File: src/rtl/gaus_read_scheduler.sv
// Gaussian smoothing read scheduler.
// For each column word it issues five SRAM1 row reads, one row stride apart,
// walking up from the bottom row of the 5-row window. It then pulses the
// pop/shift/hold/mult/norm enables so that each one lines up with the returned
// data. A PIPE_LAT-deep delay line of shift_en produces out_en.
module gaus_read_scheduler #(
  parameter int ADDR_W     = 20,
  parameter int ROW_WORDS  = 256,
  parameter int START_ADDR = 1024,
  parameter int END_ADDR   = 523518,
  parameter int PIPE_LAT   = 14
) (
  input  logic              clk,
  input  logic              reset,
  input  logic              start,
  input  logic              pause,
  output logic [ADDR_W-1:0] rd_addr,
  output logic              rd_en,
  output logic              pop_en,
  output logic              shift_en,
  output logic              hold_en,
  output logic              mult_en,
  output logic              norm_en,
  output logic              out_en,
  output logic              busy,
  output logic              done
);

  localparam logic [ADDR_W-1:0] STRIDE  = ADDR_W'(ROW_WORDS);
  localparam logic [ADDR_W-1:0] START_A = ADDR_W'(START_ADDR);
  localparam logic [ADDR_W-1:0] END_A   = ADDR_W'(END_ADDR);

  typedef enum logic [1:0] {S_IDLE, S_ISSUE, S_PAUSED, S_DRAIN} state_t;

  state_t              state_q, state_d;
  logic [2:0]          phase_q, phase_d;   // phase of the address currently on rd_addr
  logic [ADDR_W-1:0]   col_q, col_d;
  logic [ADDR_W-1:0]   rd_addr_q, rd_addr_d;
  logic                rd_en_q, rd_en_d;
  logic                pop_q, pop_d;
  logic                shift_q, shift_d;
  logic                busy_q, busy_d;
  logic                done_q, done_d;
  logic [PIPE_LAT-1:0] dly_q, dly_d;       // dly_q[i] = shift_en delayed by i+1 cycles

  // Pulses still in flight: shift_en plus every delay tap except the final
  // one, which is the out_en being presented this cycle.
  logic [PIPE_LAT:0]   line;
  logic                pending;
  assign line    = {dly_q, shift_q};
  assign pending = |line[PIPE_LAT-1:0];

  // State and datapath registers; synchronous active-low reset.
  always_ff @(posedge clk) begin
    if (!reset) begin
      state_q   <= S_IDLE;
      phase_q   <= 3'd0;
      col_q     <= START_A;
      rd_addr_q <= START_A;
      rd_en_q   <= 1'b0;
      pop_q     <= 1'b0;
      shift_q   <= 1'b0;
      busy_q    <= 1'b0;
      done_q    <= 1'b0;
      dly_q     <= '0;
    end else begin
      state_q   <= state_d;
      phase_q   <= phase_d;
      col_q     <= col_d;
      rd_addr_q <= rd_addr_d;
      rd_en_q   <= rd_en_d;
      pop_q     <= pop_d;
      shift_q   <= shift_d;
      busy_q    <= busy_d;
      done_q    <= done_d;
      dly_q     <= dly_d;
    end
  end

  // Next-state logic; pause and the end check only apply at the phase-4 read.
  always_comb begin
    state_d = state_q;
    unique case (state_q)
      S_IDLE:   if (start) state_d = S_ISSUE;
      S_ISSUE:  if (phase_q == 3'd4) begin
                  if (col_q == END_A) state_d = S_DRAIN;
                  else if (pause)     state_d = S_PAUSED;
                end
      S_PAUSED: if (!pause) state_d = S_ISSUE;
      S_DRAIN:  if (!pending) state_d = S_IDLE;
      default:  state_d = S_IDLE;
    endcase
  end

  // Output/datapath next values; all outputs leave through registers.
  always_comb begin
    rd_addr_d = rd_addr_q;
    col_d     = col_q;
    phase_d   = phase_q;
    rd_en_d   = 1'b0;
    pop_d     = 1'b0;
    shift_d   = 1'b0;
    busy_d    = busy_q;
    done_d    = 1'b0;
    dly_d     = line[PIPE_LAT-1:0];
    unique case (state_q)
      S_IDLE: if (start) begin
        rd_addr_d = START_A;
        col_d     = START_A;
        phase_d   = 3'd0;
        rd_en_d   = 1'b1;
        busy_d    = 1'b1;
      end
      S_ISSUE: if (phase_q != 3'd4) begin
        // Next row up; wraps modulo 2^ADDR_W by design.
        rd_addr_d = rd_addr_q - STRIDE;
        phase_d   = phase_q + 3'd1;
        rd_en_d   = 1'b1;
        pop_d     = 1'b1;
      end else begin
        shift_d = 1'b1;
        col_d   = col_q + ADDR_W'(1);
        if (state_d == S_ISSUE) begin
          rd_addr_d = col_q + ADDR_W'(1);
          phase_d   = 3'd0;
          rd_en_d   = 1'b1;
        end
      end
      // col_q already points at the next group; rd_addr holds until resume.
      S_PAUSED: if (!pause) begin
        rd_addr_d = col_q;
        phase_d   = 3'd0;
        rd_en_d   = 1'b1;
      end
      S_DRAIN: if (!pending) begin
        busy_d = 1'b0;
        done_d = 1'b1;
      end
      default: ;
    endcase
  end

  assign rd_addr  = rd_addr_q;
  assign rd_en    = rd_en_q;
  assign pop_en   = pop_q;
  assign shift_en = shift_q;
  assign hold_en  = shift_q;
  assign mult_en  = shift_q;
  assign norm_en  = shift_q;
  assign out_en   = dly_q[PIPE_LAT-1];
  assign busy     = busy_q;
  assign done     = done_q;

endmodule

File: config.mk
export PLATFORM = sky130hd
export DESIGN_NAME = gaus_read_scheduler
export DESIGN_NICKNAME = d
export VERILOG_FILES = /design/src/rtl/gaus_read_scheduler.sv
export SDC_FILE = /design/constraint.sdc
export NUM_CORES = 1
export LEC_CHECK = 0
export ABC_AREA = 0
export CAP_MARGIN = 20
export CORE_UTILIZATION = 34
export DETAILED_ROUTE_END_ITERATION = 12
export GPL_TIMING_DRIVEN = 1
export MAX_ROUTING_LAYER = met4
export PLACE_DENSITY_LB_ADDON = 0.15
export SKIP_CTS_REPAIR_TIMING = 1
export SYNTH_ARGS = -nofsm -noshare
export SYNTH_HDL_FRONTEND = slang
export SYNTH_SLANG_ARGS = --single-unit
File: constraint.sdc
create_clock -name clk -period 2.92 [get_ports clk]
set_clock_uncertainty 0.15 [all_clocks]
set_input_delay 0.73 -clock clk [delete_from_list [all_inputs] [get_ports clk]]
set_output_delay 0.73 -clock clk [all_outputs]
set_load 0.005 [all_outputs]
==> key figures, run 1 <==
Detailed routing
  – Routed WL: approximately 11000 um
  – First-pass iteration count of the detailed router: 5
  – DRT antenna net count: 0
  – Wire per inst: 16.04 um
  – DR DRC count: 0
  – Total number of vias: ~3600
  – Vias/cell: 5.424
  – DRT iter0 DRCs: roughly 320

Yosys
  – Post-synthesis sequential area ratio: about a third
  – Largest family of logic cells by synthesized area: simple AND/OR/NAND/NOR gates
  – Post-Synth XOR/XNOR Area: between 1 and 1.5%
  – Most common cell in the netlist: dfxtp_1
  – YS warnings: 0
  – Synth cell count leaders: dfxtp_1, nand2_1, a21oi_1
  – Yosys cell types: 60
  – EDFF count, synth: 0
  – Synth area leader: dfxtp_1
  – Post-Synthesis Cells: between 400 and 500
  – Post-synthesis area per instance: around 7.7 um2
  – #FFs+latches synth: 64
  – Async set-reset flop share out of synthesis: 0%
  – Synth Area in Compound Gates: around 22%
  – Syn_nets: 505
  – Synthesized cell area: approximately 3800 um2
  – Adder-Cell Fraction of Synth Area: about 3.0%
  – Synth Area in Simple Gates: 28.04%
  – Top FF cell, synth: dfxtp_1
  – Top cells by area in the synthesized netlist: dfxtp_1, a21oi_1, nand2_1
  – Mux share of post-synthesis cell area: under 10%
  – Share of the synthesized area in the top cell type: around 34%

GRT
  – GRT overflow: 0
  – First-pass GRT wire length: ~17000 um
  – Largest net degree at the start of global routing: 26
  – Overall track demand over capacity in global routing: 19.24%
  – Initial antenna violation count: 0
  – Vias in the first global route: roughly 3100

Place
  – Pre-CTS setup slack: -0.03441 ns
  – Post-DP Area: 4300 um2
  – RD Place Congestion: approximately 0.84
  – IO buf count: 32
  – Hpwl dp: between 7000 and 8000 um

STA
  – Final setup violation count: 0
  – Setup TNS: 0 ns
  – Final cycle utilization of the critical path: between 90 and 100%
  – Final setup margin: roughly 0.28 ns
  – Post-route minimum period: 2.640 ns
  – Hold Vio Cnt, Final: 0
  – Peak Freq: ~380 MHz
  – Final Hold Slack: about 0.31 ns
  – Slew Limit Headroom: about 44%
  – RSZ-0062 raised after global routing: false
  – Final slew viol count: 0
  – Pin slew with the least headroom to its limit: approximately 0.84 ns

Setup path
  – Reg2Reg Depth: 9
  – Crit path launch type: flop
  – Critical Path AT: about 2.8 ns
  – CP Capture Type: flop
  – Setup Crit Path Kind: reg2reg
  – Worst-path fanout max: 8
  – Worst path required time: between 3 and 4 ns

Clock network
  – Reg clk slew, reported paths: approximately 0.090 ns
  – Clock Tree Root: clkbuf_8
  – CTS Buf Count: 9
  – Clock latency on the worst-skew pair: between 0.3 and 0.4 ns
  – Clock Path Buffers: 2
  – H-tree levels: 3
  – # clock sinks: between 60 and 70
  – TritonCTS clock tree: yes

Floorplanning
  – Die X: 107.6 um
  – Core Footprint: 10840 um2
  – Die Area: ~12000 um2
  – Initial Util: between 30% and 40%
  – Die Ht: between 100 and 150 um
  – Rows: 38
  – IO Count: 33

Layout
  – Area Growth Syn to Fin: 18.71%
  – Layout cell share with drive strength beyond 1: about a tenth
  – Ant. Diodes: 0
  – Final core utilization: between 40% and 50%
  – Fin nets: about 530
  – Design area: between 4000 and 5000 um2

Run
  – Maxcap violations: 0

Pwr
  – Maximum VDD drop: about 190 uV
  – Leakage: ~0.0017 uW
  – PwrDens: 430.3 nW/um2

Worst hold path
  – Hold path cells: 1
  – Worst min-delay path category: reg2reg

Run status
  – Outcome: completed
## sequential cells by signal (all words and copies together) (netlist names)
name     flops
pop_en       1
dly_q       14
rd_addr     20
phase_q      3
done         1
hold_en      1
col_q       20
rd_en        1
busy         1
state_q      2
## area by class of cell
class,instances,area [um2]
clock buffers,9,123.9
repair buffers,57,533.0
well taps,140,175.2
inverters,12,45.04
clock inverters,7,77.57
fillers,1130,6339
flip-flops and latches,64,1281
multi-input cells,372,2266
## final timing paths
| kind | from | to | slack, ns |
|---|---|---|---|
| min reg2reg | dly_q[10] | dly_q[11] | 0.31 |
| max | phase_q[0] | rd_addr[1] | 0.28 |
| min | dly_q[10] | dly_q[11] | 0.31 |
| max reg2reg | phase_q[0] | rd_addr[1] | 0.28 |
## layer usage
layer  share of wire, %  global-route usage (%)  wire [um]  up-vias
met5                  0                       -          0        -
met4                1.5                   5.577        157        0
met3                4.3                   3.450        453       11
met2                 42                   26.92       4451       76
met1                 52                   27.87       5539     1682
li1                   -                       -          -     1816
## power breakdown
group	leakage, uW	switching, uW	internal (uW)
sequential	0.000517	9.68	882
clock	0.000100	407	401
combinational	0.00106	136	101
total	0.00168	553	1380
## logic make-up (layout without fill, tap and decap cells)
group	after synthesis	in the layout
compound gates	133	133
xor+xnor	6	6
fa+ha+maj	9	9
buf+inv	56	85
flops	64	64
mux	20	20
simple gates	204	204
## critical path, stage by stage, from the launching register on
cell      delay (ns)
dfxtp_1         0.34
inv_1           0.10
ha_1            0.34
nand2_1         0.18
nor4_4          0.38
a31o_2          0.25
a21boi_1        0.07
buf_4           0.15
a22oi_4         0.33
mux2i_1         0.25
## through the flow
step	total power [uW]	std cells
final	1937	661
after global routing	2017	661
after CTS	1951	661
after detailed placement	1148	645
after global placement	1148	645
after floorplan	1063	492
## cell usage in the layout (no fill, tap or decap), drive strengths merged, types with 3 or more instances in the layout
| cell | netlist | layout |
|---|---|---|
| nor2 | 41 | 41 |
| nand3 | 13 | 13 |
| inv | 11 | 13 |
| and4 | 3 | 3 |
| o31a | 3 | 3 |
| or3 | 8 | 8 |
| nand4 | 11 | 11 |
| and2 | 19 | 19 |
| a31oi | 7 | 7 |
| and3 | 9 | 9 |
| a21o | 5 | 5 |
| o21ai | 36 | 36 |
| ha | 9 | 9 |
| nor4 | 12 | 12 |
| dfxtp | 64 | 64 |
| buf | 13 | 25 |
| nor3 | 15 | 15 |
| clkinv | 1 | 4 |
| nand2 | 52 | 52 |
| o31ai | 7 | 7 |
| a22oi | 3 | 3 |
| xnor2 | 5 | 5 |
| a21oi | 43 | 43 |
| or4 | 3 | 3 |
| nor2b | 7 | 7 |
| o22ai | 3 | 3 |
| clkdlybuf4s50 | 0 | 32 |
| o21a | 8 | 8 |
| clkbuf | 31 | 9 |
| mux2i | 18 | 18 |
Power figures use the tool's default switching activity.
==> run 2: changes to the inputs <==
Settings changed: CAP_MARGIN 20 to 40.
==> results of run 2 <==
Final layout, timing and power as in run 1 (identical DEF).
